$ cat config.mk
export PLATFORM = sky130hd
export DESIGN_NAME = bcd_to_bin_converter
export DESIGN_NICKNAME = d
export VERILOG_FILES = /design/src/rtl/bcd_to_bin_converter.sv
export SDC_FILE = /design/constraint.sdc
export NUM_CORES = 1
export LEC_CHECK = 0
export ABC_AREA = 1
export ABC_CLOCK_PERIOD_IN_PS = 1470
export BUFFER_PORTS_ARGS = -buffer_cell sky130_fd_sc_hd__buf_2
export CORE_UTILIZATION = 56
export CTS_BUF_LIST = sky130_fd_sc_hd__clkbuf_16
export DETAILED_ROUTE_END_ITERATION = 7
export GPL_TIMING_DRIVEN = 0
export HOLD_SLACK_MARGIN = 0.15
export PLACE_DENSITY = 0.8
export SLEW_MARGIN = 25
export SYNTH_ARGS = -nofsm -noshare
export SYNTH_HDL_FRONTEND = slang
export SYNTH_SLANG_ARGS = --single-unit
$ cat constraint.sdc
create_clock -name clk -period 1.47 [get_ports clk]
set_input_delay 0.0735 -clock clk [delete_from_list [all_inputs] [get_ports clk]]
set_output_delay 0.0735 -clock clk [all_outputs]
set_load 0.01 [all_outputs]
$ cat src/rtl/bcd_to_bin_converter.sv
// bcd_to_bin_converter
// Turns a packed BCD number into its unsigned binary value using reverse
// double-dabble, one bit per clock. The BCD operand lives in the upper half
// of a 2W-bit shift register. Each iteration shifts the whole register right
// by one, so one BCD bit moves into the binary half. Any BCD digit that is
// then 8 or more is reduced by 3. After W iterations the lower half holds the
// binary result and the BCD half has drained to zero.
// Handshake: start is accepted only in IDLE. done pulses for one cycle when
// binary_out and error are valid. busy covers the whole transaction,
// including the done cycle.

module bcd_to_bin_converter #(
    parameter int DIGITS = 4
) (
    input  logic                  clk,
    input  logic                  reset,
    input  logic                  start,
    input  logic [4*DIGITS-1:0]   bcd_in,
    output logic [4*DIGITS-1:0]   binary_out,
    output logic                  done,
    output logic                  busy,
    output logic                  error
);

    localparam int W  = 4 * DIGITS;
    localparam int CW = (W > 1) ? $clog2(W) : 1;

    typedef enum logic [1:0] {
        IDLE  = 2'd0,
        SHIFT = 2'd1,
        DONE  = 2'd2
    } state_t;

    state_t            state_q, state_d;
    logic [2*W-1:0]    sr_q, sr_d;
    logic [CW-1:0]     cnt_q, cnt_d;
    logic [W-1:0]      binary_out_q, binary_out_d;
    logic              error_q, error_d;

    logic [2*W-1:0]    shifted;
    logic [2*W-1:0]    corrected;
    logic              last_iter;

    // True when any nibble of a packed BCD word is outside 0..9.
    function automatic logic has_invalid_digit(input logic [W-1:0] value);
        logic bad;
        bad = 1'b0;
        for (int i = 0; i < DIGITS; i++) begin
            if (value[4*i +: 4] > 4'd9) begin
                bad = 1'b1;
            end
        end
        return bad;
    endfunction

    // A shifted-in 1 in a digit's MSB represents 5, not 8, so any digit of
    // 8 or more needs 3 removed to stay a correct half of the prior value.
    function automatic logic [W-1:0] correct_digits(input logic [W-1:0] value);
        logic [W-1:0] result;
        result = value;
        for (int i = 0; i < DIGITS; i++) begin
            if (value[4*i +: 4] >= 4'd8) begin
                result[4*i +: 4] = value[4*i +: 4] - 4'd3;
            end
        end
        return result;
    endfunction

    // One iteration of the datapath: shift right, then fix the BCD half.
    always_comb begin
        shifted   = {1'b0, sr_q[2*W-1:1]};
        corrected = {correct_digits(shifted[2*W-1:W]), shifted[W-1:0]};
        last_iter = (cnt_q == CW'(W - 1));
    end

    // Next-state and datapath control. The result registers only move when
    // the FSM enters DONE, so the outputs hold steady while shifting.
    always_comb begin
        state_d      = state_q;
        sr_d         = sr_q;
        cnt_d        = cnt_q;
        binary_out_d = binary_out_q;
        error_d      = error_q;

        case (state_q)
            IDLE: begin
                if (start) begin
                    sr_d  = {bcd_in, {W{1'b0}}};
                    cnt_d = '0;
                    if (has_invalid_digit(bcd_in)) begin
                        binary_out_d = '0;
                        error_d      = 1'b1;
                        state_d      = DONE;
                    end else begin
                        state_d = SHIFT;
                    end
                end
            end

            SHIFT: begin
                sr_d  = corrected;
                cnt_d = cnt_q + CW'(1);
                if (last_iter) begin
                    binary_out_d = corrected[W-1:0];
                    error_d      = 1'b0;
                    state_d      = DONE;
                end
            end

            DONE: begin
                state_d = IDLE;
            end

            default: begin
                state_d = IDLE;
            end
        endcase
    end

    // State and datapath registers. Reset abandons any conversion in flight.
    always_ff @(posedge clk) begin
        if (reset) begin
            state_q      <= IDLE;
            sr_q         <= '0;
            cnt_q        <= '0;
            binary_out_q <= '0;
            error_q      <= 1'b0;
        end else begin
            state_q      <= state_d;
            sr_q         <= sr_d;
            cnt_q        <= cnt_d;
            binary_out_q <= binary_out_d;
            error_q      <= error_d;
        end
    end

    // Status outputs decode directly from the state register.
    always_comb begin
        done       = (state_q == DONE);
        busy       = (state_q != IDLE);
        binary_out = binary_out_q;
        error      = error_q;
    end

    // A valid BCD operand must be fully consumed by the last iteration.
    bcd_half_drained: assert property (
        @(posedge clk) disable iff (reset)
        (state_q == SHIFT && last_iter) |-> (corrected[2*W-1:W] == '0)
    );

endmodule
After elaboration in Yosys (flattened, before gate mapping)
Cells that the tools add are included.

operators by class
  $lt $le $gt $ge = 7
  reductions and logical operators = 6
  $add $sub $neg = 4
  mux-type cells = 25
  equal/unequal tests = 6

operators by type and width
  cell                 number
  $pmux 32 s2          1
  $mux 16              3
  $mux 32              1
  $pmux 16 s2          1
  $gt 4x4->1 const B   4
  $mux 4               4
  $ge 4x4->1 const B   3
  $sub 4x2->4 const B  3
  $mux 1               9
  $pmux 4 s2           1
  $mux 2               3
  $ne 2x2->1 const B   3
  $add 4x1->4 const B  1
  $eq 4x4->1 const B   1
  $pmux 2 s2           1
  $reduce_and 2->1     2
  $reduce_and 4->1     1
  $reduce_bool 2->1    2
  $eq 2x1->1 const B   1
  $eq 2x2->1 const B   1
  $logic_not 2->1      1
  $pmux 1 s2           1

storage, ports and cells
  register bits = 55
  output and inout bits = 19
  input port bits = 19

Logic depth before layout (Yosys ltp)
Gate-level depths: netlist of the first run.

  depth after elaboration = 10
  gate-level depth with buffers = 9

Worst setup path after synthesis of the first run
OpenSTA, ideal clock, no wires.

  path type = register to register
  start point = register cnt_q[0]
  end point = register binary_out_q[0], in the netlist binary_out[0]
  required time = 1,355 ps
  clock period less this slack = 1,349 ps
  path buffers = 1
  path slack = 121 ps
  data arrival time = 1,234 ps
  cell stages (with the launch flop) = 10
  cells stage by stage = dfxtp_1 ha_1 nand3_1 nand2_1 nand2_2 nor2_4 buf_6 nand3_1 nand2_1 nor2_1

between the ends
  longest elaborated chain between the ends = 3

ends and longest elaborated chain
  element                     RTL line  source
  start: declaration          36        logic [CW-1:0] cnt_q, cnt_d;
  start signal: assignment    131       cnt_q <= cnt_d;
  $eq 4x4->1                  73        last_iter = (cnt_q == CW'(W - 1));
  $ne 2x2->1 (no line)        --
  $reduce_and 4->1 (no line)  --
  end signal: assignment      132       binary_out_q <= binary_out_d;
  end: declaration            37        logic [W-1:0] binary_out_q, binary_out_d;

No other way between the ends.
A chain may end at the register's enable or synchronous reset.

Worst setup path in the final report of the first run
  start point = input bcd_in[7]
  end point = register binary_out_q[13], in the netlist binary_out[13]

between the ends
  longest elaborated chain between the ends = 8

ends and longest elaborated chain
  element                     RTL line  source
  start: declaration          18        input logic [4*DIGITS-1:0] bcd_in,
  $gt 4x4->1                  49        if (value[4*i +: 4] > 4'd9) begin
  $mux 1 (3 in a row)         49
  $mux 1                      87        if (start) begin
  $mux 1                      85        case (state_q)
  $ne 2x2->1 (no line)        --
  $reduce_and 4->1 (no line)  --

No other way between the ends. The select of a mux whose other input is x is not followed.

==> results by group, run 1 <==
Run status
  – Outcome: finished, violations left
  – Violated checks: setup timing

Yosys
  – Post-Syn Area: between 0.002 and 0.0025 mm²
  – Synth unique cells: 28
  – Syn Inst Count: 344
  – Syn avg cell area: 7.27 µm²
  – Post-synthesis sequential area ratio: 0.432
  – Seq cells post-synth: 54
  – Syn. warnings: 0
  – Mapped Nets: 370

Floorplan
  – Die area: 0.00474 mm²
  – Top Ports: 38
  – Core ar.: 0.00414 mm²
  – Starting density of the core: 0.603
  – Die X: around 70 µm
  – Rows: 23
  – Die Y: about 69 µm

Pwr
  – Pwr dens: 1170 mW/mm²
  – Total Power: 3960 µW
  – Worst vdd ir: approximately 0.87 mV
  – Leakage Power: 0.00151 µW

Detailed routing
  – DRT iter0 DRCs: 300
  – Vias per Instance: 5.79
  – DRC: 0
  – Drt wl/cell: 16.1 µm
  – Via count: 2734
  – First-pass iteration count of the detailed router: 5
  – ANT nets after route: 0
  – WL final: 7620 µm

Critical path
  – WP data arrival: 1.73 ns
  – Cell Chain, Critical Path: dlygate4sd3_1 -> buf_2 -> or2_1 -> nand2_2 -> nand3_4 -> buf_6 -> a21oi_1 -> nor2_1
  – WP data required: 1.66 ns
  – CP endpoint kind: flop
  – Top Family by Delay on Critical Path: buffers and inverters
  – CP bufs+invs: 3
  – Worst Path Max Fanout: 8
  – Slowest stage delay, CP: 0.57 ns
  – CP Launch Type: primary input
  – Slowest-stage cell, CP: dlygate4sd3_1
  – R2R Setup Slk: -0.07 ns
  – Worst setup path class: in -> reg

Flow run
  – Max-Cap Viols: 0

CTS
  – Clk Latency, worst-skew pair: 0.30 ns
  – Clock Sinks: 54
  – Root Buffer: clkbuf_16
  – Clock Pin Slew Worst Setup and Hold Paths: roughly 0.070 ns
  – CTS max path bufs: 2
  – Cts bufs inserted: 5
  – CTS HTree Levels: 2
  – CTS tree: done

Placement
  – GPL Wtd Cong: around 0.89
  – Port bufs: 36
  – Place WS: -0.0634 ns
  – Hpwl dp: 4090 µm
  – Dpl cells: 430

Global routing
  – First-pass GRT wire length: about 10000 µm
  – GRT Resource Usage Total: 0.288
  – Vias in the first global route: 2228
  – Gr ovfl total: 0
  – Antenna violations before repair: 0
  – Largest net degree at the start of global routing: 18

Cells and area
  – Filler Cell Count: around 260
  – Fin nets: 447
  – Layout cells sized above 1: 0.275
  – Area Growth Syn to Fin: 35.3%
  – Antenna cell count: 0
  – Finished Layout Cells: 472

STA
  – Worst-Margin Slew: 0.603 ns
  – Fmax: 650 MHz
  – Final Hold Vio Count: 0
  – Finish-stage setup viols: 13
  – Max-slew violations: 0
  – RSZ-0062 raised after global routing: yes
  – Final Skew: 0.00889 ns
  – Setup_tns: -0.289 ns
  – Max_slew headroom: 0.598
  – Period minus WS final: 1.54 ns
  – Worst setup margin: -0.0680 ns
  – Tcrit/Tclk final: 1.05

Min path
  – Worst Hold Class: in -> reg
## path summary, 6_finish.rpt
path / from / end / cells after the start
setup / recovery: bcd_in[7] / binary_out[13] / 8
setup reg to reg: state_q[0] / binary_out[13] / 9
hold reg to reg: sr_q[1] / sr_q[1] / 2
hold / removal: bcd_in[2] / sr_q[18] / 5
## Yosys cell counts
cell type	n	share of area
a31oi_1	5	0.013
xnor2_1	2	0.0070
o21ai_1	1	0.0020
buf_4	1	0.0030
clkinv_1	1	0.0015
clkbuf_1	5	0.0075
buf_2	8	0.016
dfxtp_1	54	0.43
a21oi_1	54	0.11
buf_6	6	0.027
inv_2	2	0.0030
nand3_2	1	0.0040
o21a_1	1	0.0030
or2_1	1	0.0025
nand2_1	77	0.12
xor2_1	2	0.0070
nor2_4	1	0.0045
nand2_2	3	0.0075
nand3_1	23	0.046
inv_1	22	0.033
o21ai_0	25	0.050
nor2_1	35	0.053
nand4_1	1	0.0025
o21bai_1	2	0.0060
nor3_1	1	0.0020
o22ai_1	2	0.0050
a31o_2	1	0.0035
ha_1	7	0.035
## cell usage in the layout (no fill, tap or decap), drive strengths merged, types with 7 or more instances in the layout
cell | Yosys | routed
dfxtp | 54 | 54
o21ai | 26 | 26
nor2 | 36 | 36
a21oi | 54 | 54
clkbuf | 5 | 12
dlygate4sd3 | 0 | 15
ha | 7 | 7
buf | 15 | 68
nand3 | 24 | 24
inv | 24 | 25
nand2 | 80 | 80
## logic make-up (layout without fill, tap and decap cells)
logic type	count (synthesis)	after routing	synth area share
flip-flops	54	54	0.432
adder cells (fa/ha/maj)	7	7	0.0350
XOR/XNOR	4	4	0.0140
AND/OR/NAND/NOR	143	143	0.237
AO/OA/AOI/OAI	91	91	0.190
buffers and inverters	45	123	0.0911
## timing repair
item	4_1_cts	5_1_grt
hold buffers	15	0
hold endpoints to repair	15	0
pin swaps	1	12
endpoints found under the setup margin	30	32
cloned	1	6
setup buffers	8	5
gates resized for setup	10	43
## area by class of cell
| cell class | count | area, µm² | area share |
|---|---|---|---|
| repair buffers | 70 | 512 | 0.151 |
| clock buffers | 5 | 125 | 0.0370 |
| flip-flops and latches | 54 | 1090 | 0.322 |
| plain buffers | 20 | 154 | 0.0455 |
| multi-input cells | 245 | 1330 | 0.392 |
| well taps | 50 | 62.6 | 0.0185 |
| inverters | 25 | 93.8 | 0.0277 |
| clock inverters | 3 | 20.0 | 0.00592 |
## power breakdown
group	switching, µW	internal [µW]	leakage, µW	total (µW)
logic	591	469	0.00100	1060
registers	101	1590	0.000444	1690
clock network	571	633	0.0000679	1200
## per-stage QoR
step / hold WS [ns] / util / area, µm²
global placement: 0.352 / 0.662 / 2740
detailed placement: 0.355 / 0.662 / 2740
CTS: 0.168 / 0.757 / 3140
global route: 0.201 / 0.816 / 3380
floorplan: 0.234 / - / 2500
finish: 0.163 / 0.816 / 3380
## per-layer routing
metal	up-vias	global-route usage	share of wire
li1	1282	-	-
met1	1252	0.365	0.40
met2	164	0.482	0.48
met3	36	0.0609	0.089
met4	0	0.0995	0.036
met5	-	0	0
## sequential cells by signal, indices dropped and copies added (netlist names)
name / count
error: 1
binary_out: 16
state_q: 2
cnt_q: 4
sr_q: 31
## worst reg2reg max path, cell delays in order, from the launching register on
cell and delay (ns):
dfxtp_2 0.35, buf_6 0.13, nor2_4 0.15, nand2_4 0.08
nand2_2 0.10, nor2_4 0.05, buf_12 0.14, buf_2 0.16
a21oi_1 0.19, nor2_1 0.08
No activity file was read; power rests on OpenSTA's default activity.
==> inputs of run 2 (changes only) <==
--- a/config.mk
+++ b/config.mk
@@ -14,7 +14,9 @@
 export GPL_TIMING_DRIVEN = 0
 export HOLD_SLACK_MARGIN = 0.15
 export PLACE_DENSITY = 0.8
+export SKIP_CTS_REPAIR_TIMING = 1
 export SLEW_MARGIN = 25
 export SYNTH_ARGS = -nofsm -noshare
 export SYNTH_HDL_FRONTEND = slang
 export SYNTH_SLANG_ARGS = --single-unit
+export TNS_END_PERCENT = 100
==> results by group, run 2 (same netlist as run 1, synthesis figures left out) <==
Placement
  – Area after DPL: 0.00274 mm²
  – GPL Wtd Cong: 0.886
  – Hpwl dp: 4090 µm
  – Place WS: -0.0634 ns
  – Port bufs: 36

Min path
  – Hold endpoint: sr_q[17]
  – Hold Startpoint: bcd_in[1]
  – Hold Path Depth: 5
  – Worst Hold Class: in -> reg

Critical path
  – Slowest-stage cell, CP: dfxtp_4
  – WP data required: 1.66 ns
  – R2R Setup Slk: -0.02 ns
  – CP endpoint kind: flop
  – Slowest stage delay, CP: ~0.37 ns
  – Reg2reg path depth: 9
  – Critical R2R Launch: cnt_q[1]
  – Reg-to-reg endpoint: binary_out[15]
  – Crit path top cell by count: nand3_2
  – CP Launch Type: flop
  – Worst setup path class: reg -> reg
  – Worst Path Max Fanout: 5
  – WP data arrival: 1.68 ns
  – Cell Chain, Critical Path: ha_4 -> nand3_2 -> nand2_2 -> nand2_4 -> nor2_4 -> buf_6 -> nand3_2 -> nand2_1 -> nor2_1

Cells and area
  – Area Growth Syn to Fin: 31.0%
  – Footprint of the multi-input gates: approximately 0.0013 mm²
  – Layout cells sized above 1: 0.256
  – Commonest non-fill, non-tap cell in the layout: nand2_1
  – Antenna cell count: 0
  – Sequential cell area: 0.00109 mm²
  – Filler Cell Count: ~290
  – Fin nets: 439
  – Post-route cell area: ~0.0033 mm²
  – Biggest register: sr_q
  – Most frequent cells in the layout: nand2_1, dfxtp_1, a21oi_1
  – Largest register FFs: 31

STA
  – Max-slew violations: 0
  – Fmax: around 670 MHz
  – Final Skew: 0.00773 ns
  – Tcrit/Tclk final: 1.01
  – Final Hold Vio Count: 0
  – Worst setup margin: -0.0197 ns
  – Worst-Margin Slew: 0.551 ns
  – Finish-stage setup viols: 7
  – RSZ-0062 raised after global routing: yes
  – Period minus WS final: 1.49 ns
  – Max_slew headroom: 0.632
  – Setup_tns: -0.0595 ns

Floorplan
  – Starting density of the core: 0.603
  – Die area: about 0.0047 mm²
  – Core ar.: 0.00414 mm²
  – Top Ports: 38
  – Die X: 68.8 µm
  – Rows: 23
  – Die Y: 68.8 µm

Detailed routing
  – Drt wl/cell: 14.3 µm
  – WL final: between 6000 and 7000 µm
  – DRT iter0 DRCs: roughly 270
  – First-pass iteration count of the detailed router: 5
  – Vias per Instance: 5.45
  – Via count: approximately 2500
  – ANT nets after route: 0
  – DRC: 0

Run status
  – Outcome: finished, violations left
  – Violated checks: setup timing

Global routing
  – Vias in the first global route: 1997
  – Gr ovfl total: 0
  – Antenna violations before repair: 0
  – Largest net degree at the start of global routing: 18
  – GRT Resource Usage Total: 0.260
  – First-pass GRT wire length: 8980 µm

Pwr
  – Leakage Power: 0.00147 µW
  – Pwr dens: 1170 mW/mm²
  – Worst vdd ir: roughly 0.97 mV

CTS
  – Clock Pin Slew Worst Setup and Hold Paths: 0.07 ns
  – Clk Latency, worst-skew pair: 0.29 ns
  – Cts bufs inserted: 5
  – CTS HTree Levels: 2
  – CTS tree: done
  – CTS max path bufs: 2
  – Clock Sinks: 54
  – Root Buffer: clkbuf_16

Flow run
  – Max-Cap Viols: 0
==> run 2: through the flow <==
stage                      util  total power (µW)  hold slack (ns)  std cells
after floorplan               -              2260            0.234        344
after global placement    0.662              2470            0.352        430
after detailed placement  0.662              2490            0.355        430
after CTS                 0.697              3640           0.0531        438
after global routing      0.790              4010            0.144        464
final                     0.790              3820            0.119        464
==> run 2: where the power goes <==
part,switching [µW],internal [µW],leakage [µW],total (µW)
sequential,94.8,1590,0.000445,1680
clock,539,632,0.0000679,1170
combinational,547,421,0.000956,968
total,1180,2640,0.00147,3820
==> run 2: how the worst max path moves through the flow <==
stage | from | endpoint | slack (ns) | cells past startpoint
5_1_grt | state_q[0] | sr_q[16] | -0.08 | 8
2_1_floorplan | cnt_q[0] | binary_out[0] | 0.12 | 9
4_1_cts | cnt_q[0] | binary_out[8] | -0.09 | 9
3_3_place_gp | cnt_q[0] | binary_out[10] | -0.02 | 9
3_5_place_dp | cnt_q[0] | binary_out[1] | -0.06 | 9
6_report | cnt_q[1] | binary_out[15] | -0.02 | 9
==> run 2: worst max-delay path, delay by kind of cell, from the launching register on <==
kind / cells / cell delay [ns]
adders and majority gates: 1 / 0.15
DFF: 1 / 0.37
and+or+nand+nor: 7 / 0.69
buffers and inverters: 1 / 0.18
==> run 2: final cells by class <==
type | instances | share of cell area
flip-flops and latches | 54 | 0.334
repair buffers | 61 | 0.128
clock buffers | 5 | 0.0382
multi-input cells | 246 | 0.400
well taps | 50 | 0.0191
inverters | 25 | 0.0287
clock inverters | 3 | 0.00611
plain buffers | 20 | 0.0459
==> run 2: layer usage <==
layer  routed length [µm]  track usage  vias to the layer above
li1                     -            -                     1268
met1                 2830        0.335                     1139
met2                 3120        0.436                      107
met3                  526       0.0559                       17
met4                  134       0.0740                        0
met5                    0            0                        -
